`src/rtl/reg_file_sb_pkg.sv`:
```
// Shared types and constants for the multi-port register file
// with pending-write scoreboard.
package reg_file_sb_pkg;

    localparam int REG_ZERO  = 0;
    localparam int RF_XLEN   = 32;
    localparam int RF_AW_MAX = 8;

    // Write-back bus in its widest form; DATA_WIDTH must not exceed RF_XLEN
    typedef struct packed {
        logic                 en;
        logic [RF_AW_MAX-1:0] addr;
        logic [RF_XLEN-1:0]   data;
    } wr_port_t;

    function automatic int rf_depth(input int aw);
        return 1 << aw;
    endfunction

endpackage

```
`src/rtl/reg_file_sb_if.sv`:
```
// Decode-side bus of the register file: reads, two write-backs,
// issue notification and pending count.
interface reg_file_sb_if #(
    parameter int DATA_WIDTH = 32,
    parameter int ADDR_WIDTH = 5,
    parameter int NUM_RD     = 2
);
    logic [NUM_RD*ADDR_WIDTH-1:0] rd_addr;
    logic [NUM_RD*DATA_WIDTH-1:0] rd_data;
    logic [NUM_RD-1:0]            rd_busy;
    logic                         wr0_en;
    logic [ADDR_WIDTH-1:0]        wr0_addr;
    logic [DATA_WIDTH-1:0]        wr0_data;
    logic                         wr1_en;
    logic [ADDR_WIDTH-1:0]        wr1_addr;
    logic [DATA_WIDTH-1:0]        wr1_data;
    logic                         iss_en;
    logic [ADDR_WIDTH-1:0]        iss_addr;
    logic [ADDR_WIDTH:0]          pend_cnt;

    modport master (
        output rd_addr, wr0_en, wr0_addr, wr0_data,
        output wr1_en, wr1_addr, wr1_data, iss_en, iss_addr,
        input  rd_data, rd_busy, pend_cnt
    );

    modport slave (
        input  rd_addr, wr0_en, wr0_addr, wr0_data,
        input  wr1_en, wr1_addr, wr1_data, iss_en, iss_addr,
        output rd_data, rd_busy, pend_cnt
    );
endinterface

```
`src/rtl/rf_read_port.sv`:
```
// One combinational read port: zero register, write-back bypass
// and busy lookup with same-cycle write clear.
module rf_read_port
    import reg_file_sb_pkg::*;
#(
    parameter int DATA_WIDTH = 32,
    parameter int ADDR_WIDTH = 5,
    parameter int ZERO_REG   = 1,
    parameter int DEPTH      = 32
) (
    input  logic [ADDR_WIDTH-1:0] addr,
    input  logic [DATA_WIDTH-1:0] arr_data,
    input  logic [DEPTH-1:0]      busy,
    input  wr_port_t              wp0,
    input  wr_port_t              wp1,
    output logic [DATA_WIDTH-1:0] data,
    output logic                  busy_o
);
    localparam bit ZR = (ZERO_REG != 0);

    logic is_zero;
    logic hit0;
    logic hit1;

    assign is_zero = ZR && (addr == ADDR_WIDTH'(REG_ZERO));
    assign hit0    = wp0.en && (wp0.addr == RF_AW_MAX'(addr));
    assign hit1    = wp1.en && (wp1.addr == RF_AW_MAX'(addr));

    // Several conditions can hold at once; order sets precedence
    always_comb begin
        data = arr_data;
        priority case (1'b1)
            is_zero: data = '0;
            hit1:    data = DATA_WIDTH'(wp1.data);
            hit0:    data = DATA_WIDTH'(wp0.data);
            default: data = arr_data;
        endcase
    end

    assign busy_o = busy[addr] && !hit0 && !hit1 && !is_zero;

endmodule

```
`src/rtl/reg_file_sb.sv`:
```
// Integer register file with two prioritised write-backs, bypassed
// reads and a per-register pending-producer scoreboard.
module reg_file_sb
    import reg_file_sb_pkg::*;
#(
    parameter int DATA_WIDTH = 32,
    parameter int ADDR_WIDTH = 5,
    parameter int NUM_RD     = 2,
    parameter int ZERO_REG   = 1
) (
    input  logic         clk,
    input  logic         rst,
    reg_file_sb_if.slave bus
);
    localparam int DEPTH = rf_depth(ADDR_WIDTH);
    localparam int CW    = ADDR_WIDTH + 1;
    localparam bit ZR    = (ZERO_REG != 0);

    logic [DATA_WIDTH-1:0] mem [DEPTH];
    logic [DEPTH-1:0]      busy;
    logic [CW-1:0]         pend_q;
    wr_port_t              wp0;
    logic                  wr0_ok;
    logic                  wr1_ok;
    wr_port_t              wp1;
    logic                  iss_ok;
    logic                  rise;
    logic                  fall0;
    logic                  fall1;

    assign wp0 = '{en:   bus.wr0_en,
                   addr: RF_AW_MAX'(bus.wr0_addr),
                   data: RF_XLEN'(bus.wr0_data)};
    assign wp1 = '{en:   bus.wr1_en,
                   addr: RF_AW_MAX'(bus.wr1_addr),
                   data: RF_XLEN'(bus.wr1_data)};

    assign wr0_ok = wp0.en && !(ZR && bus.wr0_addr == ADDR_WIDTH'(REG_ZERO));
    assign wr1_ok = wp1.en && !(ZR && bus.wr1_addr == ADDR_WIDTH'(REG_ZERO));
    assign iss_ok = bus.iss_en && !(ZR && bus.iss_addr == ADDR_WIDTH'(REG_ZERO));

    // Counter moves only on real busy transitions; an issue wins over a clear
    assign rise  = iss_ok && !busy[bus.iss_addr];
    assign fall0 = wr0_ok && busy[bus.wr0_addr]
                   && !(iss_ok && bus.iss_addr == bus.wr0_addr);
    assign fall1 = wr1_ok && busy[bus.wr1_addr]
                   && !(iss_ok && bus.iss_addr == bus.wr1_addr)
                   && !(wr0_ok && bus.wr0_addr == bus.wr1_addr);

    always_ff @(posedge clk) begin
        if (rst) begin
            for (int i = 0; i < DEPTH; i++) mem[i] <= '0;
        end else begin
            if (wr0_ok) mem[bus.wr0_addr] <= bus.wr0_data;
            if (wr1_ok) mem[bus.wr1_addr] <= bus.wr1_data;
        end
    end

    always_ff @(posedge clk) begin
        if (rst) begin
            busy   <= '0;
            pend_q <= '0;
        end else begin
            for (int i = 0; i < DEPTH; i++) begin
                if (iss_ok && bus.iss_addr == ADDR_WIDTH'(i))
                    busy[i] <= 1'b1;
                else if ((wr0_ok && bus.wr0_addr == ADDR_WIDTH'(i)) ||
                         (wr1_ok && bus.wr1_addr == ADDR_WIDTH'(i)))
                    busy[i] <= 1'b0;
            end
            pend_q <= pend_q + CW'(rise) - CW'(fall0) - CW'(fall1);
        end
    end

    assign bus.pend_cnt = pend_q;

    for (genvar k = 0; k < NUM_RD; k++) begin : g_rd
        logic [ADDR_WIDTH-1:0] addr;
        assign addr = bus.rd_addr[k*ADDR_WIDTH +: ADDR_WIDTH];

        rf_read_port #(
            .DATA_WIDTH (DATA_WIDTH),
            .ADDR_WIDTH (ADDR_WIDTH),
            .ZERO_REG   (ZERO_REG),
            .DEPTH      (DEPTH)
        ) u_rd (
            .addr     (addr),
            .arr_data (mem[addr]),
            .busy     (busy),
            .wp0      (wp0),
            .wp1      (wp1),
            .data     (bus.rd_data[k*DATA_WIDTH +: DATA_WIDTH]),
            .busy_o   (bus.rd_busy[k])
        );
    end

endmodule

```
`src/flat_wrapper.sv`:
```
// flat-port wrapper written by rule: the top's interface ports become plain ports
module reg_file_sb_flat import reg_file_sb_pkg::*;
#(
    parameter int DATA_WIDTH = 32,
    parameter int ADDR_WIDTH = 5,
    parameter int NUM_RD     = 2,
    parameter int ZERO_REG   = 1
)
  (clk, rst, bus_rd_addr, bus_wr0_en, bus_wr0_addr, bus_wr0_data, bus_wr1_en, bus_wr1_addr, bus_wr1_data, bus_iss_en, bus_iss_addr, bus_rd_data, bus_rd_busy, bus_pend_cnt);
  reg_file_sb_if #(.DATA_WIDTH(DATA_WIDTH), .ADDR_WIDTH(ADDR_WIDTH), .NUM_RD(NUM_RD)) bus_i ();
  input  logic clk;
  input  logic rst;
  input wire logic [$bits(bus_i.rd_addr)-1:0] bus_rd_addr;
  input wire logic [$bits(bus_i.wr0_en)-1:0] bus_wr0_en;
  input wire logic [$bits(bus_i.wr0_addr)-1:0] bus_wr0_addr;
  input wire logic [$bits(bus_i.wr0_data)-1:0] bus_wr0_data;
  input wire logic [$bits(bus_i.wr1_en)-1:0] bus_wr1_en;
  input wire logic [$bits(bus_i.wr1_addr)-1:0] bus_wr1_addr;
  input wire logic [$bits(bus_i.wr1_data)-1:0] bus_wr1_data;
  input wire logic [$bits(bus_i.iss_en)-1:0] bus_iss_en;
  input wire logic [$bits(bus_i.iss_addr)-1:0] bus_iss_addr;
  output wire logic [$bits(bus_i.rd_data)-1:0] bus_rd_data;
  output wire logic [$bits(bus_i.rd_busy)-1:0] bus_rd_busy;
  output wire logic [$bits(bus_i.pend_cnt)-1:0] bus_pend_cnt;
  assign bus_i.rd_addr = bus_rd_addr;
  assign bus_i.wr0_en = bus_wr0_en;
  assign bus_i.wr0_addr = bus_wr0_addr;
  assign bus_i.wr0_data = bus_wr0_data;
  assign bus_i.wr1_en = bus_wr1_en;
  assign bus_i.wr1_addr = bus_wr1_addr;
  assign bus_i.wr1_data = bus_wr1_data;
  assign bus_i.iss_en = bus_iss_en;
  assign bus_i.iss_addr = bus_iss_addr;
  assign bus_rd_data = bus_i.rd_data;
  assign bus_rd_busy = bus_i.rd_busy;
  assign bus_pend_cnt = bus_i.pend_cnt;
  reg_file_sb #(.DATA_WIDTH(DATA_WIDTH), .ADDR_WIDTH(ADDR_WIDTH), .NUM_RD(NUM_RD), .ZERO_REG(ZERO_REG)) u_core (.clk(clk), .rst(rst), .bus(bus_i));
endmodule
```
`config.mk`:
```
export PLATFORM = sky130hd
export DESIGN_NAME = reg_file_sb_flat
export DESIGN_NICKNAME = d
export VERILOG_FILES = /design/src/rtl/reg_file_sb_pkg.sv /design/src/rtl/reg_file_sb_if.sv /design/src/rtl/rf_read_port.sv /design/src/rtl/reg_file_sb.sv /design/src/flat_wrapper.sv
export SDC_FILE = /design/constraint.sdc
export NUM_CORES = 2
export LEC_CHECK = 0
export BUFFER_PORTS_ARGS = -buffer_cell sky130_fd_sc_hd__buf_2
export CORE_ASPECT_RATIO = 0.6
export CORE_UTILIZATION = 50
export CTS_BUF_LIST = sky130_fd_sc_hd__clkbuf_2
export CTS_CLUSTER_DIAMETER = 150
export CTS_CLUSTER_SIZE = 25
export DETAILED_ROUTE_END_ITERATION = 10
export GPL_TIMING_DRIVEN = 0
export PLACE_DENSITY = 0.66
export SETUP_SLACK_MARGIN = 0.5
export SLEW_MARGIN = 40
export SYNTH_ARGS = -nofsm -noshare
export SYNTH_HDL_FRONTEND = slang
export SYNTH_SLANG_ARGS = --single-unit
```
`constraint.sdc`:
```
create_clock -name clk -period 7.3 [get_ports clk]
set_input_delay 1.825 -clock clk [delete_from_list [all_inputs] [get_ports clk]]
set_output_delay 1.825 -clock clk [all_outputs]
set_load 0.05 [all_outputs]
```
# Word-level counts from Yosys, hierarchy flattened
# Memory sizes are Yosys's and may differ from the RTL's.
# Cells that the tools add are included.
[classes] n_reduce_logical=202 n_mux=94 add_sub_neg=3 n_eq_ne=100 n_lt_le_gt_ge=5
[ops] cell="2-to-1 mux 32 bit" count=8
[ops] cell="== test 5 bit (second input constant)" count=48
[ops] cell="== test 5 x 4 -> 1 bit (second input constant)" count=24
[ops] cell="logical AND 1 bit" count=118
[ops] cell="2-to-1 mux 1 bit" count=79
[ops] cell="nonzero test 2 bit" count=32
[ops] cell="OR reduction 32 bit" count=2
[ops] cell="== test 5 x 3 -> 1 bit (second input constant)" count=12
[ops] cell="== test 5 bit" count=7
[ops] cell="logical OR 1 bit" count=32
[ops] cell="== test 5 x 2 -> 1 bit (second input constant)" count=6
[ops] cell="< comparator 5 x 6 -> 1 bit (second input constant)" count=5
[ops] cell="binary-select mux 1 bit (select 5 bit)" count=5
[ops] cell="logical NOT 5 bit" count=5
[ops] cell="== test 5 x 1 -> 1 bit (second input constant)" count=3
[ops] cell="logical NOT 1 bit" count=13
[ops] cell="subtractor 6 x 1 -> 6 bit" count=2
[ops] cell="2-to-1 mux 5 bit" count=2
[ops] cell="adder 6 x 1 -> 6 bit" count=1
[word_totals] out_inout_bits=72 ram_bits=1024 wordCells=438 reg_bits=38 inputBits=94 mem_count=1
[mem_list] memory="u_core.mem" depth=32 width=32 read_ports=2 rd_ports_with_merged_regs=0 wr=32 line="reg_file_sb.sv:19" source="logic [DATA_WIDTH-1:0] mem [DEPTH];"

# Logic depth before layout (Yosys ltp)
[depth] word_depth=8 ltp_mapped=16 depth_no_buf=14

# Modules after synthesis
# From an unflattened synthesis, not the netlist that was laid out.
[hier_totals] hier_cells=4075 area_unflattened_um2=63577.2
[by_module_without_submodules] mod="reg_file_sb" seq_area_each_um2=31510.2 area_each_um2=60704.5 instances=1 cells_per_inst=3753
[by_module_without_submodules] mod="rf_read_port" seq_area_each_um2=0.0 area_each_um2=1436.4 instances=2 cells_per_inst=161

# Worst setup path after synthesis
# OpenSTA, ideal clock, no wires.
[synth_path] path_type="input port to output port" startpoint="in bus_rd_addr[5]" endpoint="out bus_rd_data[62]" path_stages=9 required_time_ps=5475 n_path_buf=4 slack_ps=1123 arrival_ps=4352 cell_sequence="buf_2 -> buf_4 -> xor2_1 -> nor4_1 -> and3_1 -> clkbuf_1 -> buf_2 -> nor4_1 -> o31ai_1"
[synth_via] elab_chain_cells=5 word_cells_on_any_way=9 cone_classes="eq/ne (2); mux (3); reduce/logical (3); memory (1)"
[synth_rtl] item="start: declaration" line="flat_wrapper.sv:13" source="input wire logic [$bits(bus_i.rd_addr)-1:0] bus_rd_addr;"
[synth_rtl] item="branches (longest 4 deep; another with memory (32 x 32 bit))"
[synth_rtl] item="2-to-1 mux 32 bit *" line="rf_read_port.sv:32" source="priority case (1'b1)"
[synth_rtl] item="end: declaration" line="flat_wrapper.sv:22" source="output wire logic [$bits(bus_i.rd_data)-1:0] bus_rd_data;"
# Every way passes the cells marked *.

# Final worst setup path
[layout_path] startpoint="in bus_rd_addr[6]" endpoint="out bus_rd_data[63]"
# The elaborated chain is that of the path after synthesis.

==> impl_metrics.csv <==
group,metric,value,unit
sta,period_minus_slack,7.023,ns
routing,routedWlPerCell,50.88,um
critical_path,critPathRequiredTime,5.48,ns
die,io-pin-count,166,
power,swShare,35.60,%
die,dieArea,127100,um^2
routing,wl_met1,124.3,mm
placed_design,dpl.hpwl,255.9,mm
die,placementRows,100,
clock_network,cts_root_buf,"clkbuf_2",
yosys,synth_top_cell_area_share,48.94,%
final_layout,fin_nets,4768,
routing,ant_nets,0,
placed_design,io_buffers,87,
flow_run,drv_cap,0,
sta,final_max_slew_viol_count,0,
clock_network,cts_hold_buf,0,
power,comb_power_share,25.0,%
yosys,synth_area,62830,um^2
routing,drcViolationCount,0,
global_routing,grtUsageTotal,49.93,%
sta,finalCritPeriodShare,96.20,%
yosys,ys.flop_type,"edfxtp_1",
die,coreArea,124400,um^2
yosys,synthArstFlopShare,0,%
final_layout,layout-drive-gt1-share,25.10,%
sta,maxClockFrequency,142.4,MHz
global_routing,grt_max_degree,34,
sta,worst_clock_skew,0.1268,ns
yosys,syn_avg_cell_area,14.11,um^2
clock_network,clock_path_buffers,3,
routing,route.detailed.vias_per_inst,8.214,
yosys,yosys-top-cells-area,"edfxtp_1, mux4_2, a22o_1",
placed_design,placedInstanceArea,66720,um^2
routing,wl_met3,78.61,mm
clock_network,htreeDepth,2,
clock_network,cts_sinks,1062,
power,seqPwrFrac,56.9,%
clock_network,path_clk_slew,0.46,ns
sta,rsz0062_at_grt,"true",
routing,vias,52478,
final_layout,final_cell_mix,"a22o_1, edfxtp_1, mux4_2",
critical_path,crit_type,"in2out",
critical_path,reg2reg_depth,13,
yosys,synth-seq-cells,1062,
placed_design,place_inst,6296,
yosys,yosysWarnings,0,
power,p_sw,4562,uW
global_routing,antenna_found_initial,16,
routing,first_pass_iters,7,
sta,fin_setup_tns,0,ns
die,die_h,276.6,um
die,start_util,50.52,%
routing,first_iter_violations,10492,
power,clock_power_share,18.0,%
critical_path,end_kind,"output port",
yosys,synth_cells,4454,
global_routing,grt_pass1_wl,420.6,mm
yosys,synth_largest_area_cell,"edfxtp_1",
final_layout,final_core_util,54.53,%
critical_path,path_max_fanout,10,
final_layout,syn2layout_area_growth,7.941,%
critical_path,reg2reg_setup_slack,3.07,ns
clock_network,cts_buffers,48,
die,die_width,459.7,um
sta,finalSetupViolCount,0,
sta,hold_viol_final,0,
min_path,hp-class,"reg2reg",
clock_network,cts_tree,"done",
power,cellLeakagePower,0.02310,uW
final_layout,final_area,67820,um^2
global_routing,grt_pass1_vias,46787,
routing,wl,325.1,mm
run_status,outcome,"finished clean",
sta,hold_slack,0.5509,ns
routing,maxUsedRoutingLayer,"met5",
min_path,min_path_cells,2,
yosys,synth-edff-count,1024,
final_layout,final_common_cell,"a22o_1",
power,internal_power,8254,uW
critical_path,worstPathArrival,5.20,ns
sta,slew_headroom,27.73,%
final_layout,final_cells,6389,
power,ir_drop,152.2,uV
power,powerDensity,189.0,nW/um^2
sta,worst_pin_slew,1.084,ns
yosys,ys_seq_area_share,50.15,%
placed_design,place.gp.congestion,1.100,
critical_path,cp-start-kind,"input port",
global_routing,grt-ovfl-total,0,
clock_network,clk_latency,1.71,ns
routing,wl_met2,111.1,mm
yosys,yosysUniqueCellTypes,72,
## layout make-up
cell class	instances	area [um^2]
inverters	40	150.1
well taps	1683	2106
plain buffers	723	3338
clock buffers	65	325.3
clock inverters	4	57.56
repair buffers	131	1144
multi-input cells	2660	29140
fillers	10389	56550
flip-flops and latches	1062	31510
diodes	21	52.55
## logic make-up (layout without fill, tap and decap cells)
kind of cell	count (synthesis)	after routing	share of synthesized area (%)
AO/OA/AOI/OAI	1467	1467	20.09
flip-flops	1062	1062	50.15
buffers and inverters	763	963	5.163
multiplexers	739	739	20.68
AND/OR/NAND/NOR	375	375	3.190
XOR/XNOR	39	39	0.5436
adder cells (fa/ha/maj)	8	8	0.1832
other	1	53	0.005968
## worst paths after layout
kind,start,to
max,bus_rd_addr[6],bus_rd_data[63]
min,u_core.busy[22],u_core.busy[22]
max reg2reg,u_core.busy[16],u_core.bus.pend_cnt[5]
min reg2reg,u_core.busy[22],u_core.busy[22]
## flip-flops by register name, summed over array words and instances, names as in the netlist
register and flops:
u_core.mem 1024, u_core.busy 32, u_core.bus.pend_cnt 6
## power by group through the flow
stage	Clock (uW)	Sequential, uW	Combinational (uW)
6_report	2310	7300	3200
5_1_grt	2350	7320	3130
4_1_cts	2190	7270	2900
3_5_place_dp	0	7400	2870
3_3_place_gp	0	7390	2790
2_1_floorplan	0	7320	1600
## what timing repair did
item,in CTS,in global routing
buffers inserted,2,0
hold endpoints to repair,0,0
resized for setup,78,72
setup endpoints to repair,65,55
pin swaps,2,3
## layer usage
layer  vias up  track usage (%)
met4        32            10.48
li1      19095                -
met2      5718            56.67
met1     27034            69.00
met5         -            5.216
met3       599            42.33
## metrics by stage
| step | power [uW] | setup slack, ns |
|---|---|---|
| 2_1_floorplan | 8918 | 1.123 |
| 3_3_place_gp | 10180 | -0.6341 |
| 3_5_place_dp | 10270 | -0.4512 |
| 4_1_cts | 12370 | 0.3996 |
| 5_1_grt | 12800 | 0.4077 |
| 6_report | 12820 | 0.2772 |
## synthesized netlist by cell type, drive strengths merged (41+ instances only)
cell type	instances
nor2	90
mux2	71
a221oi	42
clkbuf	448
buf	275
mux4	440
a211oi	63
nor3	43
a221o	41
nor4	55
o221ai	93
nand2	66
mux2i	228
a22o	1053
edfxtp	1024
## critical path, stage by stage
cell	delay [ns]
buf_2	0.14
buf_4	0.37
buf_6	0.37
buf_2	0.55
mux4_2	0.38
nand3_1	0.11
nand2_1	0.22
a2111oi_0	0.10
o31ai_1	0.67
buf_2	0.39
Power figures use the tool's default switching activity.
